## src/rtl/ct_load_ctrl.sv

```systemverilog
// Ciphertext loader: packs 32-bit bus words into W-bit ct memory words and writes them in order.
// Optional trailer checksum compare is enabled by defining CT_LOAD_CHK_EN.
`ifndef N
`define N 47
`endif
`ifndef M
`define M 79
`endif
`ifndef DIGIT
`define DIGIT 4
`endif

module ct_load_ctrl #(
  parameter int n     = `N,
  parameter int m     = `M,
  parameter int digit = `DIGIT,
  localparam int W  = m * digit,
  localparam int D  = (n + digit - 1) / digit,
  localparam int K  = (W + 31) / 32,
  localparam int AW = (D > 1) ? $clog2(D) : 1,
  localparam int CW = (K > 1) ? $clog2(K) : 1
) (
  input  logic          clk,
  input  logic          rst_b,
  input  logic          start,
  input  logic [31:0]   s_data,
  input  logic          s_valid,
  output logic          s_ready,
  output logic [AW-1:0] ct_addr,
  output logic [W-1:0]  ct_dout,
  output logic          ct_rw,
  output logic          busy,
  output logic          done,
  output logic          error
);

`ifdef CT_LOAD_CHK_EN
  typedef enum logic [2:0] {IDLE, RECV, WRITE, CHK, DONE} state_t;
`else
  typedef enum logic [2:0] {IDLE, RECV, WRITE, DONE} state_t;
`endif

  state_t        state_q, state_d;
  logic [CW-1:0] chunk_q, chunk_d;
  logic [AW-1:0] addr_q, addr_d;
  logic [W-1:0]  buf_q, buf_d;
  logic          s_ready_q, s_ready_d;
  logic          ct_rw_q, ct_rw_d;
  logic [AW-1:0] ct_addr_q, ct_addr_d;
  logic [W-1:0]  ct_dout_q, ct_dout_d;
  logic          busy_q, busy_d;
  logic          done_q, done_d;
  logic          xfer;
`ifdef CT_LOAD_CHK_EN
  logic [31:0]   chk_q, chk_d;
  logic          error_q, error_d;
`endif

  always_comb begin
    state_d = state_q;
    chunk_d = chunk_q;
    addr_d  = addr_q;
    buf_d   = buf_q;
`ifdef CT_LOAD_CHK_EN
    chk_d   = chk_q;
    error_d = error_q;
`endif
    xfer = s_valid && s_ready_q;
    case (state_q)
      IDLE: begin
        if (start) begin
          state_d = RECV;
          chunk_d = '0;
          addr_d  = '0;
          buf_d   = '0;
`ifdef CT_LOAD_CHK_EN
          chk_d   = '0;
          error_d = 1'b0;
`endif
        end
      end
      RECV: begin
        if (xfer) begin
          // Chunk j lands at bits [32j+31:32j]; anything at or above W is dropped.
          for (int unsigned i = 0; i < W; i++) begin
            if ((i / 32) == 32'(chunk_q)) buf_d[i] = s_data[i[4:0]];
          end
`ifdef CT_LOAD_CHK_EN
          chk_d = chk_q ^ s_data;
`endif
          if (chunk_q == CW'(K - 1)) state_d = WRITE;
          else chunk_d = chunk_q + 1'b1;
        end
      end
      WRITE: begin
        if (addr_q == AW'(D - 1)) begin
`ifdef CT_LOAD_CHK_EN
          state_d = CHK;
`else
          state_d = DONE;
`endif
        end else begin
          addr_d  = addr_q + 1'b1;
          chunk_d = '0;
          buf_d   = '0;
          state_d = RECV;
        end
      end
`ifdef CT_LOAD_CHK_EN
      CHK: begin
        if (xfer) begin
          error_d = (s_data != chk_q);
          state_d = DONE;
        end
      end
`endif
      DONE:    state_d = IDLE;
      default: state_d = IDLE;
    endcase

    // Outputs are registered against the next state so they line up with it.
`ifdef CT_LOAD_CHK_EN
    s_ready_d = (state_d == RECV) || (state_d == CHK);
`else
    s_ready_d = (state_d == RECV);
`endif
    ct_rw_d   = (state_d == WRITE);
    ct_addr_d = ct_rw_d ? addr_d : '0;
    ct_dout_d = ct_rw_d ? buf_d : '0;
    busy_d    = (state_d != IDLE);
    done_d    = (state_d == DONE);
  end

  always_ff @(posedge clk or posedge rst_b) begin
    if (rst_b) begin
      state_q   <= IDLE;
      chunk_q   <= '0;
      addr_q    <= '0;
      buf_q     <= '0;
      s_ready_q <= 1'b0;
      ct_rw_q   <= 1'b0;
      ct_addr_q <= '0;
      ct_dout_q <= '0;
      busy_q    <= 1'b0;
      done_q    <= 1'b0;
`ifdef CT_LOAD_CHK_EN
      chk_q     <= '0;
      error_q   <= 1'b0;
`endif
    end else begin
      state_q   <= state_d;
      chunk_q   <= chunk_d;
      addr_q    <= addr_d;
      buf_q     <= buf_d;
      s_ready_q <= s_ready_d;
      ct_rw_q   <= ct_rw_d;
      ct_addr_q <= ct_addr_d;
      ct_dout_q <= ct_dout_d;
      busy_q    <= busy_d;
      done_q    <= done_d;
`ifdef CT_LOAD_CHK_EN
      chk_q     <= chk_d;
      error_q   <= error_d;
`endif
    end
  end

  assign s_ready = s_ready_q;
  assign ct_rw   = ct_rw_q;
  assign ct_addr = ct_addr_q;
  assign ct_dout = ct_dout_q;
  assign busy    = busy_q;
  assign done    = done_q;
`ifdef CT_LOAD_CHK_EN
  assign error   = error_q;
`else
  assign error   = 1'b0;
`endif

endmodule

```

## config.mk

```make
export PLATFORM = sky130hd
export DESIGN_NAME = ct_load_ctrl
export DESIGN_NICKNAME = d
export VERILOG_FILES = /design/src/rtl/ct_load_ctrl.sv
export SDC_FILE = /design/constraint.sdc
export NUM_CORES = 1
export LEC_CHECK = 0
export BUFFER_PORTS_ARGS = -buffer_cell sky130_fd_sc_hd__clkbuf_2
export CAP_MARGIN = 20
export CORE_MARGIN = 1.5
export CORE_UTILIZATION = 63
export CTS_BUF_LIST = sky130_fd_sc_hd__clkbuf_8
export DETAILED_ROUTE_END_ITERATION = 10
export PLACE_DENSITY = 0.93
export SLEW_MARGIN = 20
export SYNTH_ARGS = -nofsm -noshare
export SYNTH_HDL_FRONTEND = slang
export SYNTH_SLANG_ARGS = --single-unit
```

## constraint.sdc

```tcl
create_clock -name clk -period 33.5 [get_ports clk]
set_clock_uncertainty 0.05 [all_clocks]
set_input_delay 3.35 -clock clk [delete_from_list [all_inputs] [get_ports clk]]
set_output_delay 3.35 -clock clk [all_outputs]
set_load 0.01 [all_outputs]
```

* Word-level counts from Yosys, hierarchy flattened
Index checks and enable logic that the tools add are counted.
** Storage, ports and cells
- Flip-flop bits (word level) :: 651
- Bits in latches :: 0
- RAM bits :: 0
- Bits in read-only memories :: 0
- Bits of input ports :: 36
- Output and inout port bits :: 325
- Word-level logic and storage cells :: 373
- Memories kept :: 0
** Operators by class
- Add/subtract/negate cells :: 2
- Multipliers :: 0
- Div/mod/pow operators :: 0
- Magnitude comparators :: 0
- Eq/ne operators :: 20
- Shift operators :: 0
- Multiplexer cells :: 335
- Bitwise logic cells :: 0
- Reductions and logical operators :: 6
** Operators by type and width (number)
- 316-bit 2-to-1 mux :: 4
- 316-bit one-hot mux with 3 select lines :: 1
- 1-bit 2-to-1 mux :: 316
- 4-bit 2-to-1 mux :: 7
- 3-bit by 4-bit equality test with 1-bit output (first input constant) :: 4
- 4-bit one-hot mux with 3 select lines :: 1
- 3-bit by 2-bit equality test with 1-bit output (second input constant) :: 3
- 3-bit 2-to-1 mux :: 3
- 3-bit one-hot mux with 3 select lines :: 1
- 4-bit by 1-bit adder with 4-bit output (second input constant) :: 2
- 2-bit by 4-bit equality test with 1-bit output (first input constant) :: 2
- 4-bit equality test (first input constant) :: 2
- 4-bit equality test (second input constant) :: 2
- 2-bit inequality test (second input constant) :: 4
- 4-bit one-hot mux with 2 select lines :: 1
- 3-bit by 1-bit equality test with 1-bit output (second input constant) :: 2
- 3-bit nonzero test :: 2
- 5-bit AND reduction :: 1
- 1-bit by 4-bit equality test with 1-bit output (first input constant) :: 1
- 4-bit logical NOT :: 1
- 3-bit logical NOT :: 1
- 2-bit 2-to-1 mux :: 1
- 1-bit logical AND :: 1

* Depth between registers and ports, before layout
- Word-level depth :: 6
- Mapped depth :: 8
- Gate-level depth less buffers :: 6

* Worst setup path before layout
OpenSTA, ideal clock, no wires.
- Path type :: input port to flip-flop
- Start point :: input s_valid
- End point :: register buf_q[194]
- Setup time :: 79 ps
- Data arrival time :: 4460 ps
- Required time :: 33371 ps
- Setup slack :: 28910 ps
- Stages on the path :: 6
- Buffers on the path :: 3
- Path through :: and4b_1 > buf_2 > buf_2 > nand4_1 > buf_2 > mux2i_1
** Between the ends
- Cells in the longest elaborated chain, start to end :: 3
** RTL lines
- start, declared :: RTL line 27 : input logic s_valid,
- 1-bit logical AND :: RTL line 68 : xfer = s_valid && s_ready_q;
- 316-bit 2-to-1 mux :: RTL line 83 : if (xfer) begin
- 316-bit one-hot mux with 3 select lines :: RTL line 69 : case (state_q)
- named net buf_d[194] :: RTL line 46 : logic [W-1:0] buf_q, buf_d;
- end signal, assigned :: RTL line 154 : buf_q <= buf_d;
- end, declared :: RTL line 46
The timed path passes the listed nets, and every way through them passes these cells.
A chain may end at the register's enable or synchronous reset.

* Final worst setup path
- Start point :: input s_valid
- End point :: register ct_dout_q[212], in the netlist ct_dout[212]
** Between the ends
- Cells in the longest elaborated chain, start to end :: 5
- Elaborated cells between the ends (all ways) :: 7
- Classes of those cells :: eq/ne (1); mux (5); reduce/logical (1)
** RTL lines
- 1-bit logical AND (*) :: RTL line 68
- 3-bit 2-to-1 mux :: RTL line 83
- 3-bit one-hot mux with 3 select lines :: RTL line 69
- 3-bit by 2-bit equality test with 1-bit output :: RTL line 127 : ct_rw_d = (state_d == WRITE);
- 316-bit 2-to-1 mux (*) :: RTL line 129 : ct_dout_d = ct_rw_d ? buf_d : '0;
- named net ct_dout_d[212] :: RTL line 50 : logic [W-1:0] ct_dout_q, ct_dout_d;
- end signal, assigned :: RTL line 158 : ct_dout_q <= ct_dout_d;
- end, declared :: RTL line 50
The timed path passes the listed nets; every way through them passes the cells marked *.

==> impl_metrics.ini <==
[job]
drv_cap = 0

[finish]
multi_input_area_mm2 = 0.00659
diodes = 0
nNetsFinal = 2403
final_core_util = 0.743
seq_area_mm2 = 0.0156
n_fill_cell = 2298
drive_above_1_share = 0.229
area_growth_pct = 16.2

[detailed_routing]
m1WireLength_mm = 25.8
drc = 0
wl_per_cell_um = 23.7
dr_total_vias = 18200
drt_iter0_markers = 2480
drt_first_pass_iters = 8
drt_wl_total_mm = 70.0
highest_layer = met5
met3_length_mm = 7.74
dr_wl_met2_mm = 32.2
avgViaCountPerCell = 6.18
antenna_left = 0

[clock_network]
clk_path_buf_depth = 3
cts_setup_buffers = 0
htreeDepth = 3
ctsRootBufferMaster = clkbuf_8
clkSlewWorstSetupHoldPaths_ns = 0.07
clock_sinks = 623
cts_buffers = 94
clk_latency_ns = 0.68
cts.repair.resized = 0
holdBufCountCts = 0
cts_tree = built

[grt]
grt_pass1_wl_mm = 106
antenna_found_initial = 2
gr-usage-all-layers = 0.359
overflow = 0
grt_pass1_vias = 18300
grt_max_degree = 199

[synthesis]
synth_area_leaders = dfrtp_1 (65%), o31ai_1 (9.2%), mux2i_1 (5.4%), nand4_1 (4.2%), inv_1 (4.0%)
synthesis.area_mm2 = 0.0240
avgSynthCellArea_um2 = 11.4
synth_commonest_cells = dfrtp_1 (623), o31ai_1 (293), inv_1 (258)
yosys_warnings = 0
yosys.area.top_type_share = 0.649
synth_edf_count = 0
synth_most_common_cell = dfrtp_1
ys_seq_area_frac = 0.649
synth_cell_types = 39
ys.flop_type = dfrtp_1
ys_ff_latch = 623
synth_area_leader_cell = dfrtp_1
synthArstFlopShare = 1.00
syn_inst = 2109

[floorplan]
dieArea_mm2 = 0.0393
ioPinCount = 361
start_util = 0.639
fp.coreArea_mm2 = 0.0376
die_w_um = 198
die_h_um = 198
rows = 71

[setup_path]
crit_path_end_kind = flip-flop
crit_chain = clkbuf_2, and4b_4, nand3_4, inv_1, buf_4, and2_1
start_kind = primary input
cp_slowest_cell = inv_1
critPathMaxStageDelay_ns = 0.93
crit_arrival_ns = 6.38
worstSetupPathType = in -> reg
worstPathMaxFanout = 63
required_ns = 34.03

[place]
place_congestion = 0.867
dp_hpwl_mm = 40.6
portBuffers = 359
post-place-ws_ns = 26.92

[worst_hold_path]
hp-class = reg -> reg

[pwr]
power.density_mw_per_mm2 = 53.8
p_leak_nw = 14.8
fin_total_pwr_mw = 1.50
ir_worst_vdd_mv = 0.0386

[sta]
tightest_slew_ns = 1.10
setup-violations-final = 0
fmaxAchievable_mhz = 171
finalSetupTns_ns = 0
fin_crit_sh = 0.175
hold_violations = 0
final.setup.worst_slack_ns = 27.65
drv_slew = 0
rsz0062_at_grt = no
slew_headroom = 0.265
fin_crit_ns = 5.85

[status]
outcome = completed
[cell families (layout without fill, tap and decap cells)]
| group | Yosys count | after routing | synth area share |
|---|---|---|---|
| AO/OA/AOI/OAI | 306 | 306 | 0.0948 |
| adder cells (fa/ha/maj) | 5 | 5 | 0.00260 |
| buffers and inverters | 488 | 816 | 0.0801 |
| flip-flops | 623 | 623 | 0.649 |
| multiplexers | 130 | 130 | 0.0542 |
| other | 1 | 2 | 0.000156 |
| AND/OR/NAND/NOR | 556 | 556 | 0.119 |
[sequential cells by signal (all words and copies together), names as in the netlist]
register	cells
addr_q	4
buf_q	288
busy	1
chunk_q	4
ct_addr	4
ct_dout	316
ct_rw	1
done	1
s_ready	1
state_q	3
[worst max-delay path: cells and delay by family]
family	cells	cell delay, ns
buffers and inverters	3	1.47
AND/OR/NAND/NOR	3	1.52
[layout make-up]
cell class                      instances  share of cell area
Clock buffer                          131              0.0646
Clock inverter                         41             0.00955
Inverter                              259              0.0353
Multi-Input combinational cell        999               0.236
Sequential cell                       623               0.559
Tap cell                              511              0.0229
Timing Repair Buffer                  385              0.0730
[path summary, 6_finish.rpt]
| check | start | to | slack [ns] | cells after the start |
|---|---|---|---|---|
| min in group asynchronous | rst_b | ct_dout[19]$_DFF_PP0_ | 2.79 | 2 |
| hold / removal | buf_q[69]$_DFF_PP0_ | ct_dout[69]$_DFF_PP0_ | 0.42 | 1 |
| max in group asynchronous | rst_b | ct_dout[297]$_DFF_PP0_ | 28.10 | 5 |
| setup reg to reg | chunk_q[0]$_DFFE_PP0P_ | buf_q[29]$_DFF_PP0_ | 29.57 | 7 |
| setup / recovery | s_valid | ct_dout[212]$_DFF_PP0_ | 27.65 | 6 |
| hold reg to reg | buf_q[69]$_DFF_PP0_ | ct_dout[69]$_DFF_PP0_ | 0.42 | 1 |
[where the power goes]
group	internal (mW)	switching, mW
registers	0.757	0.00237
clock network	0.370	0.299
logic	0.0135	0.0606
[per-stage QoR]
stage / hold slack [ns] / instances / instance area, um2
floorplan: 0.404 / 2110 / 24000
global placement: 0.413 / 2776 / 25800
detailed placement: 0.416 / 2776 / 25800
CTS: 0.418 / 2948 / 27900
global route: 0.447 / 2949 / 27900
finish: 0.423 / 2949 / 27900
[cells in the final DEF (no fill, tap or decap), types with 3 or more instances in the layout]
| cell type | synthesis | layout |
|---|---|---|
| clkinvlp_4 | 0 | 4 |
| nand4_1 | 161 | 161 |
| dfrtp_1 | 623 | 622 |
| clkinv_2 | 0 | 12 |
| o31ai_1 | 293 | 293 |
| and2_1 | 65 | 64 |
| nand2_1 | 4 | 4 |
| nor2_1 | 226 | 225 |
| nand3b_1 | 3 | 3 |
| buf_4 | 3 | 23 |
| mux2i_1 | 130 | 130 |
| ha_1 | 5 | 4 |
| bufinv_16 | 0 | 3 |
| nand3_1 | 69 | 68 |
| clkbuf_8 | 0 | 131 |
| or2_2 | 3 | 3 |
| clkbuf_2 | 0 | 359 |
| a21oi_1 | 7 | 7 |
| nor2b_1 | 4 | 4 |
| inv_1 | 258 | 278 |
[per-layer routing]
layer / global-route usage / vias up
met3: 0.0942 / 282
met4: 0.212 / 2
met5: 0 / -
met2: 0.535 / 1282
met1: 0.477 / 9036
li1: - / 7633
Note: power is estimated with default switching activity, not from simulation.
